===== config.mk =====
export PLATFORM = sky130hd
export DESIGN_NAME = hazard_stall_controller
export DESIGN_NICKNAME = d
export VERILOG_FILES = /design/src/rtl/mips_ctrl_pkg.sv /design/src/rtl/fwd_select.sv /design/src/rtl/hazard_stall_controller.sv
export SDC_FILE = /design/constraint.sdc
export NUM_CORES = 1
export LEC_CHECK = 0
export ABC_AREA = 1
export ABC_CLOCK_PERIOD_IN_PS = 3000
export BUFFER_PORTS_ARGS = -buffer_cell sky130_fd_sc_hd__buf_2
export CORE_ASPECT_RATIO = 0.7
export CORE_MARGIN = 4
export CORE_UTILIZATION = 40
export CTS_CLUSTER_SIZE = 14
export DETAILED_ROUTE_END_ITERATION = 10
export MAX_ROUTING_LAYER = met4
export SLEW_MARGIN = 10
export SYNTH_ARGS = -nofsm -noshare
export SYNTH_HDL_FRONTEND = slang
export SYNTH_HIERARCHICAL = 1
export SYNTH_SLANG_ARGS = --single-unit

===== constraint.sdc =====
create_clock -name Clk -period 3 [get_ports Clk]
set_clock_uncertainty 0.05 [all_clocks]
set_input_delay 0.3 -clock Clk [delete_from_list [all_inputs] [get_ports Clk]]
set_output_delay 0.3 -clock Clk [all_outputs]
set_load 0.03 [all_outputs]

===== src/rtl/mips_ctrl_pkg.sv =====
// Shared constants and types for the MIPS pipeline hazard/forwarding control.
package mips_ctrl_pkg;

    localparam logic [1:0] FWD_RF  = 2'd0;
    localparam logic [1:0] FWD_EX  = 2'd1;
    localparam logic [1:0] FWD_MEM = 2'd2;
    localparam logic [1:0] FWD_WB  = 2'd3;

    localparam logic [4:0] REG_ZERO = 5'd0;

    typedef enum logic {
        MD_IDLE,
        MD_BUSY
    } md_state_e;

endpackage


===== src/rtl/fwd_select.sv =====
// Operand forwarding select for one ID-stage source register (EX > MEM > WB > RF).
module fwd_select
    import mips_ctrl_pkg::*;
(
    input  logic [4:0] src,
    input  logic       src_use,
    input  logic [4:0] ex_rd,
    input  logic       ex_rf_enable,
    input  logic       ex_load,
    input  logic [4:0] mem_rd,
    input  logic       mem_rf_enable,
    input  logic [4:0] wb_rd,
    input  logic       wb_rf_enable,
    output logic [1:0] sel
);

    always_comb begin
        sel = FWD_RF;
        if (src_use && (src != REG_ZERO)) begin
            // Load data is not ready in EX; the load-use stall handles it instead.
            if (ex_rf_enable && !ex_load && (ex_rd == src)) begin
                sel = FWD_EX;
            end else if (mem_rf_enable && (mem_rd == src)) begin
                sel = FWD_MEM;
            end else if (wb_rf_enable && (wb_rd == src)) begin
                sel = FWD_WB;
            end
        end
    end

endmodule


===== src/rtl/hazard_stall_controller.sv =====
// Pipeline hazard controller: load-use and HI/LO stalls, forwarding selects,
// mult/div occupancy FSM and a saturating stall-cycle counter.
module hazard_stall_controller
    import mips_ctrl_pkg::*;
#(
    parameter int unsigned MD_LATENCY = 32,
    parameter int unsigned CNT_W      = 32
) (
    input  logic             Clk,
    input  logic             Reset,
    input  logic             ID_VALID,
    input  logic [4:0]       ID_RS,
    input  logic [4:0]       ID_RT,
    input  logic             ID_RS_USE,
    input  logic             ID_RT_USE,
    input  logic             ID_MD_START,
    input  logic             ID_HILO_READ,
    input  logic [4:0]       EX_RD,
    input  logic             EX_RF_ENABLE,
    input  logic             EX_LOAD_INSTR,
    input  logic [4:0]       MEM_RD,
    input  logic             MEM_RF_ENABLE,
    input  logic [4:0]       WB_RD,
    input  logic             WB_RF_ENABLE,
    output logic             PC_LE,
    output logic             IF_ID_LE,
    output logic             ID_EX_BUBBLE,
    output logic [1:0]       MX1_SEL,
    output logic [1:0]       MX2_SEL,
    output logic             MD_BUSY,
    output logic [CNT_W-1:0] STALL_CYCLES
);

    localparam logic [7:0] MD_LAT_INIT = 8'(MD_LATENCY);

    md_state_e        state_q, state_d;
    logic [7:0]       md_cnt_q, md_cnt_d;
    logic [CNT_W-1:0] stall_cnt_q;

    logic       ex_hits_rs, ex_hits_rt;
    logic       load_use, md_stall, stall, accept;
    logic [1:0] mx1_raw, mx2_raw;

    fwd_select u_fwd_rs (
        .src           (ID_RS),
        .src_use       (ID_RS_USE),
        .ex_rd         (EX_RD),
        .ex_rf_enable  (EX_RF_ENABLE),
        .ex_load       (EX_LOAD_INSTR),
        .mem_rd        (MEM_RD),
        .mem_rf_enable (MEM_RF_ENABLE),
        .wb_rd         (WB_RD),
        .wb_rf_enable  (WB_RF_ENABLE),
        .sel           (mx1_raw)
    );

    fwd_select u_fwd_rt (
        .src           (ID_RT),
        .src_use       (ID_RT_USE),
        .ex_rd         (EX_RD),
        .ex_rf_enable  (EX_RF_ENABLE),
        .ex_load       (EX_LOAD_INSTR),
        .mem_rd        (MEM_RD),
        .mem_rf_enable (MEM_RF_ENABLE),
        .wb_rd         (WB_RD),
        .wb_rf_enable  (WB_RF_ENABLE),
        .sel           (mx2_raw)
    );

    assign MD_BUSY = (state_q == mips_ctrl_pkg::MD_BUSY);

    assign ex_hits_rs = EX_RF_ENABLE && (EX_RD != REG_ZERO) && (EX_RD == ID_RS) && ID_RS_USE;
    assign ex_hits_rt = EX_RF_ENABLE && (EX_RD != REG_ZERO) && (EX_RD == ID_RT) && ID_RT_USE;

    assign load_use = ID_VALID && EX_LOAD_INSTR && (ex_hits_rs || ex_hits_rt);
    assign md_stall = ID_VALID && MD_BUSY && (ID_HILO_READ || ID_MD_START);
    assign stall    = load_use || md_stall;
    assign accept   = ID_VALID && ID_MD_START && !stall;

    // Reset forces the pipeline to free-run with no bubbles or forwarding.
    assign PC_LE        = Reset || !stall;
    assign IF_ID_LE     = Reset || !stall;
    assign ID_EX_BUBBLE = !Reset && stall;
    assign MX1_SEL      = Reset ? FWD_RF : mx1_raw;
    assign MX2_SEL      = Reset ? FWD_RF : mx2_raw;

    always_comb begin
        state_d  = state_q;
        md_cnt_d = md_cnt_q;
        unique case (state_q)
            mips_ctrl_pkg::MD_IDLE: begin
                if (accept) begin
                    state_d  = mips_ctrl_pkg::MD_BUSY;
                    md_cnt_d = MD_LAT_INIT;
                end
            end
            mips_ctrl_pkg::MD_BUSY: begin
                if (md_cnt_q == 8'd1) begin
                    state_d  = mips_ctrl_pkg::MD_IDLE;
                    md_cnt_d = 8'd0;
                end else begin
                    md_cnt_d = md_cnt_q - 8'd1;
                end
            end
            default: begin
                state_d  = mips_ctrl_pkg::MD_IDLE;
                md_cnt_d = 8'd0;
            end
        endcase
    end

    always_ff @(posedge Clk) begin
        if (Reset) begin
            state_q  <= mips_ctrl_pkg::MD_IDLE;
            md_cnt_q <= 8'd0;
        end else begin
            state_q  <= state_d;
            md_cnt_q <= md_cnt_d;
        end
    end

    always_ff @(posedge Clk) begin
        if (Reset) begin
            stall_cnt_q <= '0;
        end else if (stall && (stall_cnt_q != '1)) begin
            stall_cnt_q <= stall_cnt_q + CNT_W'(1);
        end
    end

    assign STALL_CYCLES = stall_cnt_q;

endmodule


### Yosys cells after proc, flatten, opt, wreduce, memory -nomap -nowiden

Index checks and enable logic that the tools add are counted.

* $add $sub $neg: 2
* eq/ne operators: 9
* mux-type cells: 16
* bitwise gates (word level): 1
* reduce and logical (&&, ||, !) cells: 32

Operator list (count)
* $add A32 B1 Y32 const B: 1
* $ne A32 B32 Y1 const B: 1
* $eq A5 B5 Y1: 6
* $logic_and A1 B1 Y1: 22
* $mux W2: 10
* $mux W8: 2
* $pmux W8 S2: 1
* $reduce_bool A5 Y1: 3
* $eq A8 B1 Y1 const B: 1
* $sub A8 B1 Y8 const B: 1
* $logic_or A1 B1 Y1: 4
* $logic_not A1 Y1: 3
* $mux W1: 2
* $ne A2 B2 Y1 const B: 1
* $pmux W1 S2: 1
* $not A1 Y1: 1

* register bits after elaboration: 41
* word-level logic and storage cells: 63

### Depth between registers and ports, before layout

Gate-level depths: netlist (run 1).

* depth after elaboration: 11
* gate-level depth with buffers: 12
* mapped depth without buffers: 12

### Cells and area by module

Netlist (run 1), hierarchy kept.

By module, submodules not included
* hazard_stall_controller: times used 1, cells each 460, area each 2855.2 um2, seq. area each 820.8 um2
* fwd_select: times used 2, cells each 77, area each 324.1 um2, seq. area each 0.0 um2

### Least setup slack after synthesis (run 1)

OpenSTA, ideal clock, no wires.

* path kind: register to register
* start: reg stall_cnt_q[0], in the netlist STALL_CYCLES[0]
* end: reg stall_cnt_q[14], in the netlist STALL_CYCLES[14]
* library setup time: 0.135 ns
* arrival time: 1.741 ns
* required time: 2.815 ns
* slack: 1.075 ns
* cell stages (with the launch flop): 10
* buffers on the path: 1
* clock period less this slack: 1.925 ns
* cell sequence: dfxtp_1 -> ha_1 -> inv_2 -> nor2_4 -> nand2_2 -> nor2_4 -> nand2_2 -> buf_1 -> nand3_1 -> a21oi_2

* cells in the longest elaborated chain, start to end: 2

RTL lines
* from (decl): RTL line hazard_stall_controller.sv:38 `logic [CNT_W-1:0] stall_cnt_q;`
* from (signal assigned): RTL line hazard_stall_controller.sv:126 `stall_cnt_q <= stall_cnt_q + CNT_W'(1);`
* branches (longest 2 deep; another with $add A32 B1 Y32)

Several ways; the timed one is not identified.
A chain may end at the register's enable or synchronous reset.

### Final worst setup path (run 1)

* start: reg stall_cnt_q[0], in the netlist STALL_CYCLES[0]
* end: reg stall_cnt_q[0], in the netlist STALL_CYCLES[0]

Same word-level chain as after synthesis.

==> results_dict.tcl, run 1 <==
set metrics [dict create \
    status "finished, final reports clean" \
    antenna_cells 0 \
    clk_pin_slew_ns 0.06 \
    coreArea_um2 8478 \
    dp_hpwl_um 8471 \
    setup_violations 0 \
    period_needed_ns 2.067 \
    slew_violations 0 \
    cts.sinks 41 \
    synth.most_common_cell "nand2_1" \
    ys_ff_latch 41 \
    die_h_um 86.30 \
    max_freq_ghz 0.4837 \
    viasPerCell 4.897 \
    cts_buffer_depth 2 \
    vias 3942 \
    ir_worst_vdd_v 0.0003098 \
    synth_compound_area_share_pct 10.43 \
    final.setup.tns_ns 0 \
    cts_tree "yes" \
    slew_headroom_pct 58.12 \
    firstDrtPassIters 5 \
    period_share_pct 68.92 \
    hold_path.class "flop to flop" \
    drive_above_1_share_pct 20.58 \
    yosys.area_share.simple_pct 46.71 \
    port_buffers 75 \
    tightest_slew_ns 0.6282 \
    holdBufCountCts 0 \
    routedWlPerCell_um 13.33 \
    crit_path_start_kind "flop" \
    fillers 932 \
    syn-cell-area_um2 3503 \
    num_rows 28 \
    synthDistinctLibCells 30 \
    postCtsSetupRepairBufs 0 \
    gp_congestion 1.032 \
    grt_max_degree 34 \
    htree_num_levels 2 \
    grt.overflow.total 0 \
    clock_latency_ns 0.29 \
    drc 0 \
    start_util_pct 41.32 \
    power_leakage_nw 1.912 \
    synth-xor-area-share_pct 7.000 \
    hold_viol 0 \
    cap_violations 0 \
    synth_fa_ha_area_share_pct 1.071 \
    async_flop_share_pct 0 \
    antenna_left 0 \
    die_area_um2 10340 \
    p_per_area_nw_per_um2 350.2 \
    synth_top_family_by_area "simple AND/OR/NAND/NOR gates" \
    synth.avg_cell_area_um2 5.706 \
    syn-num-nets 653 \
    worstSetupPathType "flop to flop" \
    ioPinCount 76 \
    syn2layout_area_growth_pct 17.96 \
    grt_pass1_vias 3555 \
    antenna_found_initial 0 \
    yosys.area.top_type_share_pct 23.43 \
    drt_iter0_markers 336 \
    critPathRequiredTime_ns 3.13 \
    postCtsResizedCells 0 \
    netlist_instances 614 \
    grt_pass1_wl_um 17880 \
    routed_wl_um 10730 \
    cts_buffers 5 \
    synth_edf_count 0 \
    synth_top_area_cell "dfxtp_1" \
    synth_seq_area_share_pct 23.43 \
    cp.arrival_ns 2.20 \
    synthTopCellsByCount "nand2_1, nor2_1, inv_1, nand3_1, dfxtp_1" \
    timing.final.ws_setup_ns 0.9325 \
    cp-end-kind "flop" \
    die_w_um 119.9 \
    synth.area.mux_share_pct 0 \
    rsz0062_at_grt "false" \
    power.total_w 0.001447 \
    nNetsFinal 723 \
    cp_max_fo 33 \
    synthFlopType "dfxtp_1" \
    detailedPlace.worstSlack_ns 0.9540 \
    ys_warn_count 6 \
    final_core_util_pct 48.75 \
    synth_area_leaders "dfxtp_1, nand2_1, nor2_1, inv_1, nand3_1" \
    track_usage_pct 21.92 \
    clockRootBuffer "clkbuf_16" \
]
-- cell type report --
type	count	area, um2	area share (%)
Tap cell	120	150.1	3.633
Clock buffer	6	128.9	3.118
Timing Repair Buffer	78	397.9	9.628
Clock inverter	2	38.79	0.9385
Inverter	83	311.5	7.539
Multi-Input combinational cell	475	2285	55.28
Sequential cell	41	820.8	19.86
-- path summary, 6_finish.rpt --
kind,startpoint,endpoint,slack [ns],cells past startpoint
max,STALL_CYCLES[0],STALL_CYCLES[0],0.93,10
min,md_cnt_q[1],md_cnt_q[1],0.43,2
max reg2reg,STALL_CYCLES[0],STALL_CYCLES[0],0.93,10
min reg2reg,md_cnt_q[1],md_cnt_q[1],0.43,2
-- cell families after synthesis --
kind of cell,count (synthesis)
adder cells (fa/ha/maj),3
flip-flops,41
buffers and inverters,98
XOR/XNOR,28
AND/OR/NAND/NOR,381
AO/OA/AOI/OAI,63
-- placed cells by master, fill, tap and decap left out, types with 3 or more instances in the layout --
cell and n:
a21oi_2 12, nand3b_1 4, nand2_1 207, clkbuf_16 5
nand4_1 6, dfxtp_1 41, nand3_1 49, nor2_1 81
buf_4 3, nor3_1 4, ha_1 3, inv_2 14
o21ai_1 4, buf_2 75, o21ai_0 13, xnor2_1 12
nor2_2 7, nand2_2 15, inv_1 69, xor2_1 16
a21oi_1 32
-- worst max-delay path: stages (launching register included) --
cell	delay [ns]
dfxtp_1	0.43
ha_1	0.29
inv_2	0.09
nor2_4	0.14
nand2_2	0.11
nor2_4	0.16
nand2_2	0.09
nand2_4	0.33
inv_1	0.11
nor2_1	0.11
nor2_1	0.05
-- stage by stage --
| stage | instance area [um2] | hold slack, ns | cells |
|---|---|---|---|
| after global placement | 3965 | 0.4192 | 797 |
| after global routing | 4133 | 0.4723 | 805 |
| after CTS | 4133 | 0.4315 | 805 |
| after detailed placement | 3965 | 0.4225 | 797 |
| final | 4133 | 0.4284 | 805 |
| after floorplan | 3503 | 0.4037 | 614 |
-- sequential cells by signal, indices dropped and copies added (netlist names) --
name          flops
MD_BUSY           1
STALL_CYCLES     32
md_cnt_q          8
-- power breakdown --
part | leakage, nW | internal, W | total, W | switching (W)
clock network | 0.0810 | 0.000395 | 0.000624 | 0.000229
registers | 0.331 | 0.000556 | 0.000566 | 0.00000981
logic | 1.50 | 0.0000846 | 0.000257 | 0.000173
total | 1.91 | 0.00104 | 0.00145 | 0.000412
-- per-layer routing --
layer,part of all wire (%),GRT usage (%)
met5,0,-
met4,0.34,2.807
met3,7.0,3.457
met2,39,30.43
met1,53,33.88
(Power assumes the default switching activity.)
==> run 2: changes to the inputs <==
- ABC_CLOCK_PERIOD_IN_PS: 3000 -> 2000
- clock period: 3 -> 2 ns (I/O delays scaled with it)
==> run 2 against run 1 <==
Effect of this change:
- flip-flop and latch count did not move
- register-to-register slack worse by 0.78 ns
- first-iteration DRC count is 15% lower
- wire length increased by 2.3%
- fmax is 12% higher
- non-clock buffer count grew 19
- sequential power rose by 50%
- core utilization is 1.6 points higher
- via count up 2.1%
- global-route usage increased by 0.064 points
- largest power group is now registers
==> results_dict.tcl, run 2 (synthesized netlist as in run 1, its figures left out) <==
set metrics [dict create \
    r2r_end "STALL_CYCLES[29]" \
    final.setup.tns_ns 0 \
    rsz0062_at_grt "false" \
    routedWlPerCell_um 13.32 \
    antenna_cells 0 \
    cp-end-kind "flop" \
    status "finished, final reports clean" \
    clock_latency_ns 0.29 \
    final_cell_mix "nand2_1, nor2_1, buf_2" \
    antenna_found_initial 0 \
    p_per_area_nw_per_um2 480.1 \
    cts_buffers 5 \
    slew_headroom_pct 70.83 \
    power_leakage_nw 2.009 \
    grt_pass1_vias 3453 \
    firstDrtPassIters 6 \
    final_cells 824 \
    start_util_pct 41.32 \
    setup_violations 0 \
    largest_reg_flops 32 \
    min-delay-start "Reset" \
    regToRegStartpoint "STALL_CYCLES[2]" \
    cts_tree "yes" \
    drive_above_1_share_pct 22.87 \
    grt.overflow.total 0 \
    dp_cells 816 \
    antenna_left 0 \
    clockRootBuffer "clkbuf_16" \
    cp.arrival_ns 2.01 \
    die_h_um 86.30 \
    slew_violations 0 \
    tightest_slew_ns 0.4359 \
    period_needed_ns 1.844 \
    num_rows 28 \
    coreArea_um2 8478 \
    r2r_cells 8 \
    path_common_cell "nand2_1" \
    gp_congestion 1.015 \
    grt_pass1_wl_um 17710 \
    cp_max_fo 5 \
    period_share_pct 92.21 \
    syn2layout_area_growth_pct 21.93 \
    viasPerCell 4.886 \
    whs_endpoint "md_cnt_q[4]" \
    routed_wl_um 10980 \
    cp-startpoint "STALL_CYCLES[2]" \
    hold_viol 0 \
    dp_hpwl_um 8965 \
    nNetsFinal 742 \
    holdBufCountCts 0 \
    crit_slowest_cell "dfxtp_1" \
    port_buffers 75 \
    htree_num_levels 2 \
    grt_max_degree 31 \
    holdPathStages 2 \
    drc 0 \
    critPathRequiredTime_ns 2.17 \
    die_w_um 119.9 \
    crit_chain "nand2_1 -> nor2_1 -> nand2_1 -> nor2_1 -> nand2_1 -> xor2_1 -> nand3_1 -> a21oi_1" \
    max_freq_ghz 0.5422 \
    hold_path.class "primary input to flop" \
    vias 4026 \
    reg2reg_slack_ns 0.16 \
    ir_worst_vdd_v 0.0004412 \
    max_stage_delay_ns 0.45 \
    track_usage_pct 21.98 \
    cts_buffer_depth 2 \
    crit_path_start_kind "flop" \
    cts.sinks 41 \
    cap_violations 0 \
    die_area_um2 10340 \
    ioPinCount 76 \
    final_common_cell "nand2_1" \
    drt_iter0_markers 284 \
    clk_pin_slew_ns 0.07 \
    worstSetupPathType "flop to flop" \
]
==> run 2: routing by layer <==
layer	track usage (%)	wire length, um	up-vias
li1	-	-	2075
met1	34.98	5968	1821
met2	28.79	4162	126
met3	3.457	800	4
met4	3.742	44	0
met5	-	0	-
==> run 2: worst max-delay path: cells and delay by family (launching register included) <==
| family | cells | cell delay, ns |
|---|---|---|
| flops | 1 | 0.45 |
| xor+xnor | 1 | 0.17 |
| simple gates | 6 | 0.95 |
| compound gates | 1 | 0.15 |
==> run 2: through the flow <==
step,worst slack (ns),hold slack [ns],cell area (um2),utilization (%),total power (W)
after detailed placement,0.1845,0.4281,4120,48.60,0.001256
after CTS,0.1773,0.2108,4267,50.32,0.002083
after floorplan,0.07453,0.4037,3503,-,0.001124
final,0.1557,0.2170,4272,50.38,0.002051
after global routing,0.01077,0.2270,4272,50.38,0.002178
after global placement,0.1817,0.4209,4120,48.60,0.001249
==> run 2: final cells by class <==
cell class                 count  area (um2)
inverter                      83       311.5
clock inverter                 3       21.27
timing repair buffer          97       553.0
sequential                    41       820.8
multi-input combinational    475        2290
clock buffer                   5       125.1
tap                          120       150.1
fill                         957        4207
==> run 2: worst max-delay path by stage <==
| stage | end |
|---|---|
| CTS | STALL_CYCLES[11] |
| finish | STALL_CYCLES[29] |
| detailed placement | STALL_CYCLES[16] |
| global route | STALL_CYCLES[6] |
| floorplan | STALL_CYCLES[14] |
| global placement | STALL_CYCLES[16] |
==> run 2: report_power, final <==
group | switching, W | total [W] | internal [W] | leakage, nW
clock | 0.000346 | 0.000810 | 0.000465 | 0.0702
sequential | 0.0000128 | 0.000847 | 0.000835 | 0.331
combinational | 0.000260 | 0.000393 | 0.000133 | 1.61
total | 0.000618 | 0.00205 | 0.00143 | 2.01
==> run 2: repair_timing <==
action	4_1_cts	5_1_grt
gates resized for setup	0	1
setup endpoints to repair	0	1
buffers inserted	0	0
==> run 3: changes to the inputs <==
- SYNTH_HIERARCHICAL: 1 -> unset
==> run 3 against run 2 <==
Effect of this change:
- sequential share of layout area up 1.8 points
- power shrank 14%
- flip-flop and latch count stayed put
- worst hold slack better by 0.039 ns
- sequential power about the same
- worst setup slack got worse by 0.035 ns
- combinational power shrank 17%
- register-to-register slack got worse by 0.03 ns
- non-clock buffer count up 12
- critical path type unchanged
- largest power group unchanged
==> results_dict.tcl, run 3 <==
set metrics [dict create \
    cp-end-kind "flop" \
    synth_seq_area_share_pct 26.22 \
    power.switching_w 0.0005337 \
    min-delay-start "Reset" \
    antenna_cells 0 \
    vias 3528 \
    cp.arrival_ns 2.06 \
    status "finished, final reports clean" \
    synth.avg_cell_area_um2 6.324 \
    start_util_pct 42.02 \
    multi_input_area_um2 2057 \
    synth_area_leaders "dfxtp_1, nand2_1, xor2_1, a21oi_1, inv_1" \
    period_needed_ns 1.879 \
    port_buffers 75 \
    crit_path_start_kind "flop" \
    largest_reg_flops 32 \
    yosys.area.top_type_share_pct 26.22 \
    p_int_w 0.001236 \
    final_cell_mix "nand2_1, buf_2, inv_1" \
    ir_worst_vdd_v 0.0003346 \
    regToRegStartpoint "STALL_CYCLES[1]" \
    synth.most_common_cell "nand2_1" \
    seqPwrFrac_pct 48.0 \
    coreArea_um2 7450 \
    period_share_pct 93.96 \
    p_per_area_nw_per_um2 446.3 \
    rsz0062_at_grt "true" \
    power_leakage_nw 1.741 \
    clkPwrFrac_pct 33.6 \
    firstDrtPassIters 5 \
    routedWlPerCell_um 14.13 \
    cts.sinks 41 \
    synth_edf_count 0 \
    cts_buffer_depth 2 \
    synthDistinctLibCells 34 \
    register_area_um2 833.3 \
    syn-num-nets 534 \
    viasPerCell 5.069 \
    async_flop_share_pct 0 \
    synthFlopType "dfxtp_1" \
    die_w_um 113.7 \
    clock_latency_ns 0.31 \
    slew_headroom_pct 71.35 \
    hold_viol 0 \
    final.setup.tns_ns 0 \
    tightest_slew_ns 0.4282 \
    worstSetupPathType "flop to flop" \
    grt.overflow.total 0 \
    crit_slowest_cell "dfxtp_4" \
    antenna_left 0 \
    sw_frac_of_total_pct 30.15 \
    htree_num_levels 2 \
    die_h_um 82.02 \
    die_area_um2 9328 \
    track_usage_pct 22.19 \
    holdWs_ns 0.2556 \
    ys_warn_count 0 \
    clk_pin_slew_ns 0.08 \
    drive_above_1_share_pct 25.42 \
    routed_wl_um 9832 \
    grt_pass1_vias 3267 \
    syn2layout_area_growth_pct 26.70 \
    cp_max_fo 9 \
    max_stage_delay_ns 0.37 \
    cts_buffers 5 \
    ioPinCount 76 \
    slew_violations 0 \
    num_rows 26 \
    power_frac_comb_pct 18.4 \
    dp_hpwl_um 7796 \
    path_common_cell "nand2_2" \
    hold_path.class "primary input to flop" \
    grt_max_degree 37 \
    synthTopCellsByCount "nand2_1, inv_1, nor2_1, a21oi_1, dfxtp_1" \
    nNetsFinal 636 \
    cp-startpoint "STALL_CYCLES[1]" \
    gp_congestion 0.8978 \
    synth_top_area_cell "dfxtp_1" \
    max_freq_ghz 0.5321 \
    crit_chain "ha_4 -> nand2_2 -> nor2_4 -> nand2_2 -> nor2_4 -> nand2_2 -> nor3_4 -> nand3_2 -> nand2_4 -> buf_6 -> nand2_1 -> a21oi_1" \
    ys_ff_latch 41 \
    cts_tree "yes" \
    drt_iter0_markers 308 \
    drc 0 \
    grt_pass1_wl_um 15990 \
    cap_violations 0 \
    setup_violations 0 \
    antenna_found_initial 0 \
    critPathRequiredTime_ns 2.18 \
    fillers 739 \
    clockRootBuffer "clkbuf_8" \
    syn-cell-area_um2 3131 \
    final_common_cell "nand2_1" \
    netlist_instances 495 \
]
run 3: cell types whose count changed in the layout (fill, tap and decap cells not counted), sizes merged, moves of 3 or more:
cell / before / now
o21ai: 17 / 11
nand2: 223 / 133
nor3: 6 / 19
inv: 84 / 55
o22ai: 0 / 5
nor2: 90 / 53
xor2: 16 / 28
buf: 97 / 109
nand4: 8 / 12
xnor2: 12 / 9
run 3: power groups by stage:
stage / Sequential, W / Clock (W) / Combinational (W)
6_report: 0.000850 / 0.000594 / 0.000326
5_1_grt: 0.000853 / 0.000647 / 0.000366
4_1_cts: 0.000849 / 0.000611 / 0.000316
3_5_place_dp: 0.000868 / 0 / 0.000314
3_3_place_gp: 0.000867 / 0 / 0.000311
2_1_floorplan: 0.000873 / 0 / 0.000197
run 3: worst paths after layout:
kind / cells past startpoint / endpoint / slack (ns)
worst max-delay path: 12 / STALL_CYCLES[14] / 0.12
worst min-delay path: 4 / md_cnt_q[7] / 0.26
worst max register to register: 12 / STALL_CYCLES[14] / 0.12
worst min register to register: 2 / STALL_CYCLES[3] / 0.43
run 3: metrics by stage:
step	std cells	utilization [%]	worst slack (ns)	area, um2	power, W
global route	696	53.24	-0.03375	3966	0.001865
floorplan	495	-	0.008837	3144	0.001069
detailed placement	685	50.81	0.08779	3785	0.001182
CTS	693	52.07	0.05369	3879	0.001776
global placement	685	50.81	0.07953	3785	0.001178
finish	696	53.24	0.1208	3966	0.001770
run 3: per-layer routing:
metal | up-vias | part of all wire, % | GRT usage [%] | wire (um)
met5 | - | 0 | - | 0
met4 | 0 | 0.72 | 4.442 | 71
met3 | 7 | 7.7 | 3.608 | 758
met2 | 130 | 38 | 30.26 | 3753
met1 | 1568 | 53 | 33.76 | 5248
li1 | 1823 | - | - | -
run 3: area by class of cell:
type / count / share of cell area (%)
tap: 98 / 3.091
inverter: 55 / 5.205
timing repair buffer: 109 / 16.47
multi-input combinational: 385 / 51.86
sequential: 41 / 21.01
clock inverter: 1 / 0.1893
clock buffer: 7 / 2.177
run 3: critical path: cells and delay by family (launching register included):
family,cells,cell delay (ns)
fa+ha+maj,1,0.15
compound gates,1,0.14
buf+inv,1,0.15
flops,1,0.37
simple gates,9,0.93
run 3: what timing repair did:
item                                    in CTS  in global routing
endpoints found under the setup margin       0                 32
gates resized for setup                      0                 16
hold buffers                                 0                  0
buffers inserted                             0                  3
run 3: logic make-up after synthesis:
kind of cell	after synthesis	share of synthesized area (%)
xor+xnor	37	10.35
simple gates	277	41.01
compound gates	68	11.75
buf+inv	69	9.472
fa+ha+maj	3	1.199
flops	41	26.22
